## src/rtl/uart_tx.sv

```systemverilog
// UART serial transmitter: start(0), BITS data bits LSB-first, optional even parity, stop(1).
// Define UART_TX_PARITY_EN to insert the parity bit between the data and stop bits.
module uart_tx #(
  parameter int START_TICKS = 16,
  parameter int DATA_TICKS  = 16,
  parameter int STOP_TICKS  = 16,
  parameter int BITS        = 8
) (
  input  logic       clk,
  input  logic       rst,
  input  logic       ticks,
  input  logic       tx_start,
  input  logic [7:0] tx_data,
  output logic       Tx,
  output logic       tx_busy,
  output logic       tx_done
);

`ifdef UART_TX_PARITY_EN
  typedef enum logic [2:0] {IDLE, START, DATA, PARITY, STOP} state_t;
`else
  typedef enum logic [2:0] {IDLE, START, DATA, STOP} state_t;
`endif

  localparam logic [4:0] START_LAST = 5'(START_TICKS - 1);
  localparam logic [4:0] DATA_LAST  = 5'(DATA_TICKS - 1);
  localparam logic [4:0] STOP_LAST  = 5'(STOP_TICKS - 1);
  localparam logic [3:0] BIT_LAST   = 4'(BITS - 1);

  state_t     state;
  logic [4:0] tick_cnt;
  logic [3:0] bit_cnt;
  logic [7:0] shift;
`ifdef UART_TX_PARITY_EN
  logic       par;
`endif

  always_ff @(posedge clk or negedge rst) begin
    if (!rst) begin
      state    <= IDLE;
      Tx       <= 1'b1;
      tx_busy  <= 1'b0;
      tx_done  <= 1'b0;
      tick_cnt <= '0;
      bit_cnt  <= '0;
      shift    <= '0;
`ifdef UART_TX_PARITY_EN
      par      <= 1'b0;
`endif
    end else begin
      tx_done <= 1'b0;
      case (state)
        IDLE: begin
          Tx <= 1'b1;
          if (tx_start) begin
            shift    <= tx_data;
            tick_cnt <= '0;
            bit_cnt  <= '0;
            state    <= START;
            Tx       <= 1'b0;
            tx_busy  <= 1'b1;
`ifdef UART_TX_PARITY_EN
            par      <= 1'b0;
`endif
          end
        end

        START: begin
          if (ticks) begin
            if (tick_cnt == START_LAST) begin
              tick_cnt <= '0;
              state    <= DATA;
              Tx       <= shift[0];
            end else begin
              tick_cnt <= tick_cnt + 5'd1;
            end
          end
        end

        DATA: begin
          if (ticks) begin
            if (tick_cnt == DATA_LAST) begin
              tick_cnt <= '0;
              shift    <= {1'b0, shift[7:1]};
              bit_cnt  <= bit_cnt + 4'd1;
`ifdef UART_TX_PARITY_EN
              par      <= par ^ shift[0];
`endif
              if (bit_cnt == BIT_LAST) begin
`ifdef UART_TX_PARITY_EN
                state <= PARITY;
                Tx    <= par ^ shift[0];
`else
                state <= STOP;
                Tx    <= 1'b1;
`endif
              end else begin
                // Next bit is shift[1] because the shift lands on this same edge.
                Tx <= shift[1];
              end
            end else begin
              tick_cnt <= tick_cnt + 5'd1;
            end
          end
        end

`ifdef UART_TX_PARITY_EN
        PARITY: begin
          if (ticks) begin
            if (tick_cnt == DATA_LAST) begin
              tick_cnt <= '0;
              state    <= STOP;
              Tx       <= 1'b1;
            end else begin
              tick_cnt <= tick_cnt + 5'd1;
            end
          end
        end
`endif

        STOP: begin
          Tx <= 1'b1;
          if (ticks) begin
            if (tick_cnt == STOP_LAST) begin
              tick_cnt <= '0;
              state    <= IDLE;
              tx_busy  <= 1'b0;
              tx_done  <= 1'b1;
            end else begin
              tick_cnt <= tick_cnt + 5'd1;
            end
          end
        end

        default: begin
          state   <= IDLE;
          Tx      <= 1'b1;
          tx_busy <= 1'b0;
        end
      endcase
    end
  end

endmodule
```

## config.mk

```make
export PLATFORM = sky130hd
export DESIGN_NAME = uart_tx
export DESIGN_NICKNAME = d
export VERILOG_FILES = /design/src/rtl/uart_tx.sv
export SDC_FILE = /design/constraint.sdc
export NUM_CORES = 1
export LEC_CHECK = 0
export ABC_AREA = 1
export BUFFER_PORTS_ARGS = -buffer_cell sky130_fd_sc_hd__buf_2
export CORE_ASPECT_RATIO = 1.2
export CORE_MARGIN = 2
export CORE_UTILIZATION = 30
export CTS_BUF_LIST = sky130_fd_sc_hd__clkbuf_4
export DETAILED_ROUTE_END_ITERATION = 16
export PLACE_DENSITY = 0.47
export SLEW_MARGIN = 10
export SYNTH_ARGS = -nofsm -noshare
export SYNTH_HDL_FRONTEND = slang
export SYNTH_SLANG_ARGS = --single-unit
```

## constraint.sdc

```tcl
create_clock -name clk -period 1.4 [get_ports clk]
set_input_delay 0.21 -clock clk [delete_from_list [all_inputs] [get_ports clk]]
set_output_delay 0.21 -clock clk [all_outputs]
set_load 0.1 [all_outputs]
```

==> results.py, run 1 <==
metrics = {
    "cells_and_area": {
        "layout.cells.most_common_list": "51 x sky130_fd_sc_hd__nand2_1, 19 x sky130_fd_sc_hd__dfrtp_1, 12 x sky130_fd_sc_hd__buf_2, 12 x sky130_fd_sc_hd__buf_4",
        "drive_above_1_share": 0.415,
        "layout.cells.most_common": "sky130_fd_sc_hd__nand2_1",
        "synthToLayoutAreaGrowth_pct": 39.1,
        "fin_nets": 214,
        "antenna_cells": 0,
        "utilization": 0.438,
    },
    "floorplan": {
        "design.die.area_um2": 4740,
        "top_level_ports": 15,
        "floorplan.rows": 25,
        "fp.dieW_um": 63.2,
        "chipHeight_um": 75.0,
        "coreArea_um2": 4000,
        "initial_core_util": 0.315,
    },
    "sta": {
        "worst_slack_ns": -0.0279,
        "worst_hold_slack_ns": 0.129,
        "maxSlewViolCount": 0,
        "setup_violations": 13,
        "hold_violations": 0,
        "worst_pin_slew_ns": 0.529,
        "timing.slew.headroom": 0.647,
        "post-route-period-util": 1.02,
        "post-route-min-period_ns": 1.43,
        "finalClockSkew_ns": 0.00946,
        "grt_setup_unrepaired": "yes",
        "max_freq_ghz": 0.700,
    },
    "placement": {
        "final_replace_weighted_congestion": 0.812,
        "dp_hpwl_mm": 2.06,
        "io_buffers": 14,
    },
    "setup_path": {
        "worstPathArrival_ns": 1.70,
        "rr_worst_depth": 8,
        "required_ns": 1.67,
        "r2r_end": "shift[5]",
        "cp-end-kind": "flop",
        "rr_startpoint": "state[1]",
        "nature_of_the_critical_path_startpoint": "flop",
        "startpoint": "state[1]",
        "crit_path_max_fo": 7,
        "r2r_setup_slack_ns": -0.03,
        "worstSetupPathType": "flop to flop",
        "timing.critical_path.to": "shift[5]",
    },
    "synth": {
        "avgSynthCellArea_um2": 7.93,
        "synth_sequential_area_ratio": 0.438,
        "post_synth_mux_area_share": 0,
        "synth.distinct_cells": 22,
        "mapped_area_um2": 1260,
        "synthCells": 159,
        "dominant_combinational_cell_family_by_area_after_synthesis": "simple AND/OR/NAND/NOR gates",
        "yosys.area_share.xor_xnor": 0.0208,
        "post_synth_fa_ha_maj_area_fraction": 0.0794,
        "yosys_warnings": 0,
        "yosys.area_share.simple": 0.312,
        "yosys_register_bits": 22,
        "mappedNetlistNets": 179,
        "synth_compound_gate_area_share": 0.0933,
    },
    "power_and_ir_drop": {
        "vdd.ir_drop.worst_uv": 739,
        "comb_power_share": 0.653,
        "p_leak_nw": 0.854,
        "netSwitchingFraction": 0.480,
        "pwr-share-seq": 0.264,
        "power.switching_mw": 1.98,
        "power_density_nw_per_um2": 2350,
        "p_int_mw": 2.14,
        "totalPowerFinal_mw": 4.12,
        "power_frac_clock": 0.083,
    },
    "clock_network": {
        "cts.sinks": 22,
        "h-tree-depth": 1,
        "clk_path_buf_depth": 2,
        "clkLatencyLatePin_ns": 0.33,
        "cts_tree": "yes",
        "clock-root-buffer": "sky130_fd_sc_hd__clkbuf_4",
        "clock_transition_time_at_the_flip_flop_clock_pins_of_the_worst_setup_and_hold_paths_ns": 0.13,
        "clock_buffer_count_from_cts": 3,
    },
    "detailed_routing": {
        "remaining_antenna_violation_count_after_routing": 0,
        "drt_iter0_drc": 52,
        "detailroute.via_count": 1144,
        "detail_route.wl_per_cell_um": 12.2,
        "drt_pass1_iterations": 4,
        "viasPerCell": 4.63,
        "postRouteWirelength_mm": 3.01,
        "drc": 0,
    },
    "outcome": {
        "result_of_the_run": "complete, but fails checks",
        "failing_checks": "negative setup slack",
    },
    "flow_run": {
        "maxCapViolCount": 0,
    },
    "hold_path": {
        "holdCritPathClass": "input pin to flop",
    },
    "global_route": {
        "pin_count_of_the_biggest_net_entering_global_routing": 23,
        "antenna_found_initial": 0,
        "grt_usage": 0.137,
        "grt_pass1_vias": 1086,
        "grt_first_pass_wirelength_mm": 4.98,
        "gr-total-overflow": 0,
    },
}
state kept, by name, summed over array words and instances, names as in the netlist:
signal	flops
tick_cnt	5
tx_done	1
state	2
Tx	1
shift	8
bit_cnt	4
tx_busy	1
through the flow:
stage	setup TNS [ns]	instance area, um2	setup WS, ns	std cells
2_1_floorplan	-0.270	1290	-0.0339	159
5_1_grt	-1.74	1750	-0.129	247
6_report	-0.174	1750	-0.0279	247
3_5_place_dp	-0.605	1540	-0.153	239
4_1_cts	-0.916	1620	-0.0716	245
3_3_place_gp	-0.474	1540	-0.155	239
cell usage after synthesis (all sizes together):
library cell | count | area, um2
dfstp | 1 | 26.3
ha | 8 | 100
a21oi | 9 | 56.3
clkbuf | 1 | 3.75
nand2 | 62 | 250
dfrtp | 21 | 526
xor2 | 3 | 26.3
nand3 | 16 | 85.1
nand4 | 3 | 18.8
buf | 2 | 16.3
o21ai | 10 | 61.3
nor2 | 8 | 32.5
inv | 14 | 52.6
or2 | 1 | 6.26
kinds of logic after synthesis:
kind of cell / Yosys count
AOI/OAI and AO/OA: 19
xor gates and xnor gates: 3
adders and majority gates: 8
buffers and inverters: 17
DFF: 22
and+or+nand+nor: 90
layer usage:
layer	global-route usage	part of all wire
met4	0.0580	0.018
met3	0.0209	0.035
met1	0.174	0.44
met5	0	0
met2	0.236	0.51
power by group through the flow:
| stage | Combinational [mW] | Clock, mW | Sequential, mW |
|---|---|---|---|
| 2_1_floorplan | 1.31 | 0 | 1.25 |
| 3_3_place_gp | 2.14 | 0 | 1.07 |
| 3_5_place_dp | 2.15 | 0 | 1.08 |
| 4_1_cts | 2.32 | 0.356 | 1.06 |
| 5_1_grt | 2.98 | 0.385 | 1.12 |
| 6_report | 2.69 | 0.343 | 1.09 |
repair_timing:
| action | 4_1_cts | 5_1_grt |
|---|---|---|
| setup endpoints to repair | 20 | 22 |
| gates resized for setup | 12 | 35 |
| setup buffers | 0 | 2 |
| pin swaps | 2 | 18 |
| hold buffers | 1 | 0 |
| cloned | 1 | 0 |
| endpoints found under the hold margin | 21 | 0 |
worst max-delay path: stages, from the launching register on:
cell and delay, ns:
sky130_fd_sc_hd__dfrtp_2 0.45, sky130_fd_sc_hd__inv_4 0.07, sky130_fd_sc_hd__ha_4 0.18, sky130_fd_sc_hd__nand2_4 0.09, sky130_fd_sc_hd__inv_4 0.04, sky130_fd_sc_hd__a21oi_4 0.22
sky130_fd_sc_hd__buf_6 0.18, sky130_fd_sc_hd__nand3_2 0.08, sky130_fd_sc_hd__nand2_1 0.06
final cells by class:
type | count | area, um2
inverters | 14 | 67.6
multi-input cells | 121 | 791
flip-flops and latches | 22 | 554
clock buffers | 4 | 30.0
well taps | 54 | 67.6
repair buffers | 32 | 244
fillers | 448 | 2250
worst min-delay path by stage:
stage                from     endpoint  slack, ns  cells after the start
3_5_place_dp          rst  tick_cnt[1]       0.22                      1
6_report       tx_data[7]     shift[7]       0.13                      3
5_1_grt        tx_data[7]     shift[7]       0.14                      3
2_1_floorplan         rst   bit_cnt[0]      -0.09                      0
3_3_place_gp          rst  tick_cnt[0]       0.22                      1
4_1_cts        tx_data[7]     shift[7]       0.13                      3
Power figures use the tool's default switching activity.
==> run 2: changes to the inputs <==
--- a/config.mk
+++ b/config.mk
@@ -9,10 +9,10 @@
 export BUFFER_PORTS_ARGS = -buffer_cell sky130_fd_sc_hd__buf_2
 export CORE_ASPECT_RATIO = 1.2
 export CORE_MARGIN = 2
-export CORE_UTILIZATION = 30
+export CORE_UTILIZATION = 54
 export CTS_BUF_LIST = sky130_fd_sc_hd__clkbuf_4
 export DETAILED_ROUTE_END_ITERATION = 16
-export PLACE_DENSITY = 0.47
+export PLACE_DENSITY = 0.77
 export SLEW_MARGIN = 10
 export SYNTH_ARGS = -nofsm -noshare
 export SYNTH_HDL_FRONTEND = slang
==> constraint.sdc (replaced) <==
create_clock -name clk -period 1.3 [get_ports clk]
set_input_delay 0.39 -clock clk [delete_from_list [all_inputs] [get_ports clk]]
set_output_delay 0.39 -clock clk [all_outputs]
set_load 0.1 [all_outputs]
==> results.py, run 2 (synthesized netlist as in run 1, its figures left out) <==
metrics = {
    "detailed_routing": {
        "remaining_antenna_violation_count_after_routing": 0,
        "viasPerCell": 5.74,
        "postRouteWirelength_mm": 4.13,
        "drt_pass1_iterations": 4,
        "drc": 0,
        "drt_iter0_drc": 40,
        "detailroute.via_count": 1337,
        "detail_route.wl_per_cell_um": 17.7,
    },
    "placement": {
        "dpl-instance-area_um2": 1570,
        "final_replace_weighted_congestion": 0.843,
        "dp_hpwl_mm": 2.05,
        "io_buffers": 14,
        "detailedPlace.worstSlack_ns": -0.221,
    },
    "clock_network": {
        "clock-root-buffer": "sky130_fd_sc_hd__clkbuf_4",
        "clk_path_buf_depth": 2,
        "cts_tree": "yes",
        "clock_buffer_count_from_cts": 3,
        "clock_transition_time_at_the_flip_flop_clock_pins_of_the_worst_setup_and_hold_paths_ns": 0.13,
        "clkLatencyLatePin_ns": 0.31,
        "h-tree-depth": 1,
        "cts.sinks": 22,
        "postCtsHoldBufs": 0,
    },
    "outcome": {
        "result_of_the_run": "complete, but fails checks",
        "failing_checks": "negative setup slack",
    },
    "global_route": {
        "grt_util_met3": 0.0380,
        "grt.met2_usage": 0.495,
        "grt_first_pass_wirelength_mm": 5.66,
        "grt_util_met1": 0.332,
        "antenna_found_initial": 0,
        "pin_count_of_the_biggest_net_entering_global_routing": 23,
        "grt_usage": 0.291,
        "grt.busiest_layer": "met2",
        "grt_pass1_vias": 1278,
        "gr-total-overflow": 0,
    },
    "floorplan": {
        "initial_core_util": 0.558,
        "coreArea_um2": 2260,
        "design.die.area_um2": 2740,
        "floorplan.rows": 19,
        "chipHeight_um": 56.9,
        "top_level_ports": 15,
        "fp.dieW_um": 48.1,
    },
    "setup_path": {
        "maximum_cell_stage_delay_along_the_critical_path_ns": 0.47,
        "rr_worst_depth": 8,
        "rr_startpoint": "state[0]",
        "timing.critical_path.to": "bit_cnt[3]",
        "required_ns": 1.50,
        "crit_path_max_fo": 8,
        "cp_slowest_cell": "sky130_fd_sc_hd__dfrtp_2",
        "startpoint": "state[0]",
        "worstSetupPathType": "flop to flop",
        "cp-end-kind": "flop",
        "worstPathCellList": "inv_4, ha_4, inv_6, a21oi_4, buf_12, nand2_8, nand2_1, o21ai_1",
        "crit_family": "flip-flops",
        "worstPathArrival_ns": 1.73,
        "r2r_end": "bit_cnt[3]",
        "cp_num_cells": 8,
        "r2r_setup_slack_ns": -0.23,
        "nature_of_the_critical_path_startpoint": "flop",
        "timing.critical_path.buf_inv": 3,
    },
    "hold_path": {
        "holdCritPathClass": "input pin to asynchronous set/reset pin",
    },
    "cells_and_area": {
        "utilization": 0.878,
        "filler_cell_count_in_the_final_layout": 114,
        "antenna_cells": 0,
        "final_standard_cell_area_without_fillers_um2": 1980,
        "layout.cells.most_common_list": "40 x sky130_fd_sc_hd__nand2_1, 19 x sky130_fd_sc_hd__dfrtp_1, 17 x sky130_fd_sc_hd__buf_4",
        "fin_nets": 223,
        "synthToLayoutAreaGrowth_pct": 57.1,
        "max_ffs_per_register": 8,
        "largest_regs": "shift x8, tick_cnt x5, bit_cnt x4",
        "drive_above_1_share": 0.520,
        "max_flop_register": "shift",
        "layout.cells.most_common": "sky130_fd_sc_hd__nand2_1",
    },
    "flow_run": {
        "maxCapViolCount": 0,
    },
    "sta": {
        "finalClockSkew_ns": 0.00788,
        "max_freq_ghz": 0.655,
        "maxSlewViolCount": 0,
        "worst_slack_ns": -0.226,
        "post-route-period-util": 1.17,
        "setup_violations": 22,
        "grt_setup_unrepaired": "yes",
        "worst_pin_slew_ns": 0.500,
        "timing.slew.headroom": 0.666,
        "worst_hold_slack_ns": 0.0231,
        "hold_violations": 0,
        "post-route-min-period_ns": 1.53,
    },
    "power_and_ir_drop": {
        "totalPowerFinal_mw": 5.43,
        "p_int_mw": 2.79,
        "pwr-share-seq": 0.227,
        "comb_power_share": 0.707,
        "p_leak_nw": 0.960,
        "power_density_nw_per_um2": 2740,
        "vdd.ir_drop.worst_uv": 1860,
        "netSwitchingFraction": 0.485,
        "power_frac_clock": 0.066,
        "power.switching_mw": 2.63,
    },
}
-- run 2: cell types whose count changed in the layout (fill, tap and decap cells not counted), sizes merged --
cell	before	now
buf	30	40
dlygate4sd3	1	0
-- run 2: cell type report --
cell class	count	area (um2)	area share
Inverter	14	65.1	0.0328
Timing Repair Buffer	41	382	0.193
Tap cell	31	38.8	0.0196
Sequential cell	22	554	0.280
Clock buffer	4	30.0	0.0152
Multi-Input combinational cell	121	912	0.460
-- run 2: timing repair --
action / CTS / global route
pin swaps: 15 / 18
setup endpoints to repair: 23 / 25
setup buffers: 4 / 3
resized for setup: 42 / 33
cloned: 1 / 1
-- run 2: routing by layer --
layer | routed length (um) | vias to the layer above | part of all wire
li1 | - | 599 | -
met1 | 1530 | 649 | 0.37
met2 | 2130 | 61 | 0.52
met3 | 168 | 28 | 0.041
met4 | 306 | 0 | 0.074
met5 | 0 | - | 0
-- run 2: how the worst min path moves through the flow --
stage | from | endpoint | slack [ns]
floorplan | rst | bit_cnt[0] | 0.09
global placement | rst | tick_cnt[1] | 0.38
detailed placement | rst | tick_cnt[0] | 0.38
CTS | rst | tick_cnt[0] | 0.04
global route | rst | tick_cnt[0] | 0.05
finish | rst | tick_cnt[0] | 0.02
-- run 2: metrics by stage --
stage	setup TNS, ns	instances
after global routing	-4.19	233
after CTS	-2.68	229
final	-3.19	233
after detailed placement	-2.82	220
after global placement	-1.80	220
after floorplan	-1.72	159
-- run 2: power by group through the flow --
| stage | clock [mW] | combinational [mW] | sequential (mW) |
|---|---|---|---|
| floorplan | 0 | 1.41 | 1.34 |
| global placement | 0 | 2.33 | 1.15 |
| detailed placement | 0 | 2.44 | 1.16 |
| CTS | 0.357 | 3.12 | 1.18 |
| global route | 0.389 | 4.05 | 1.26 |
| finish | 0.357 | 3.84 | 1.23 |
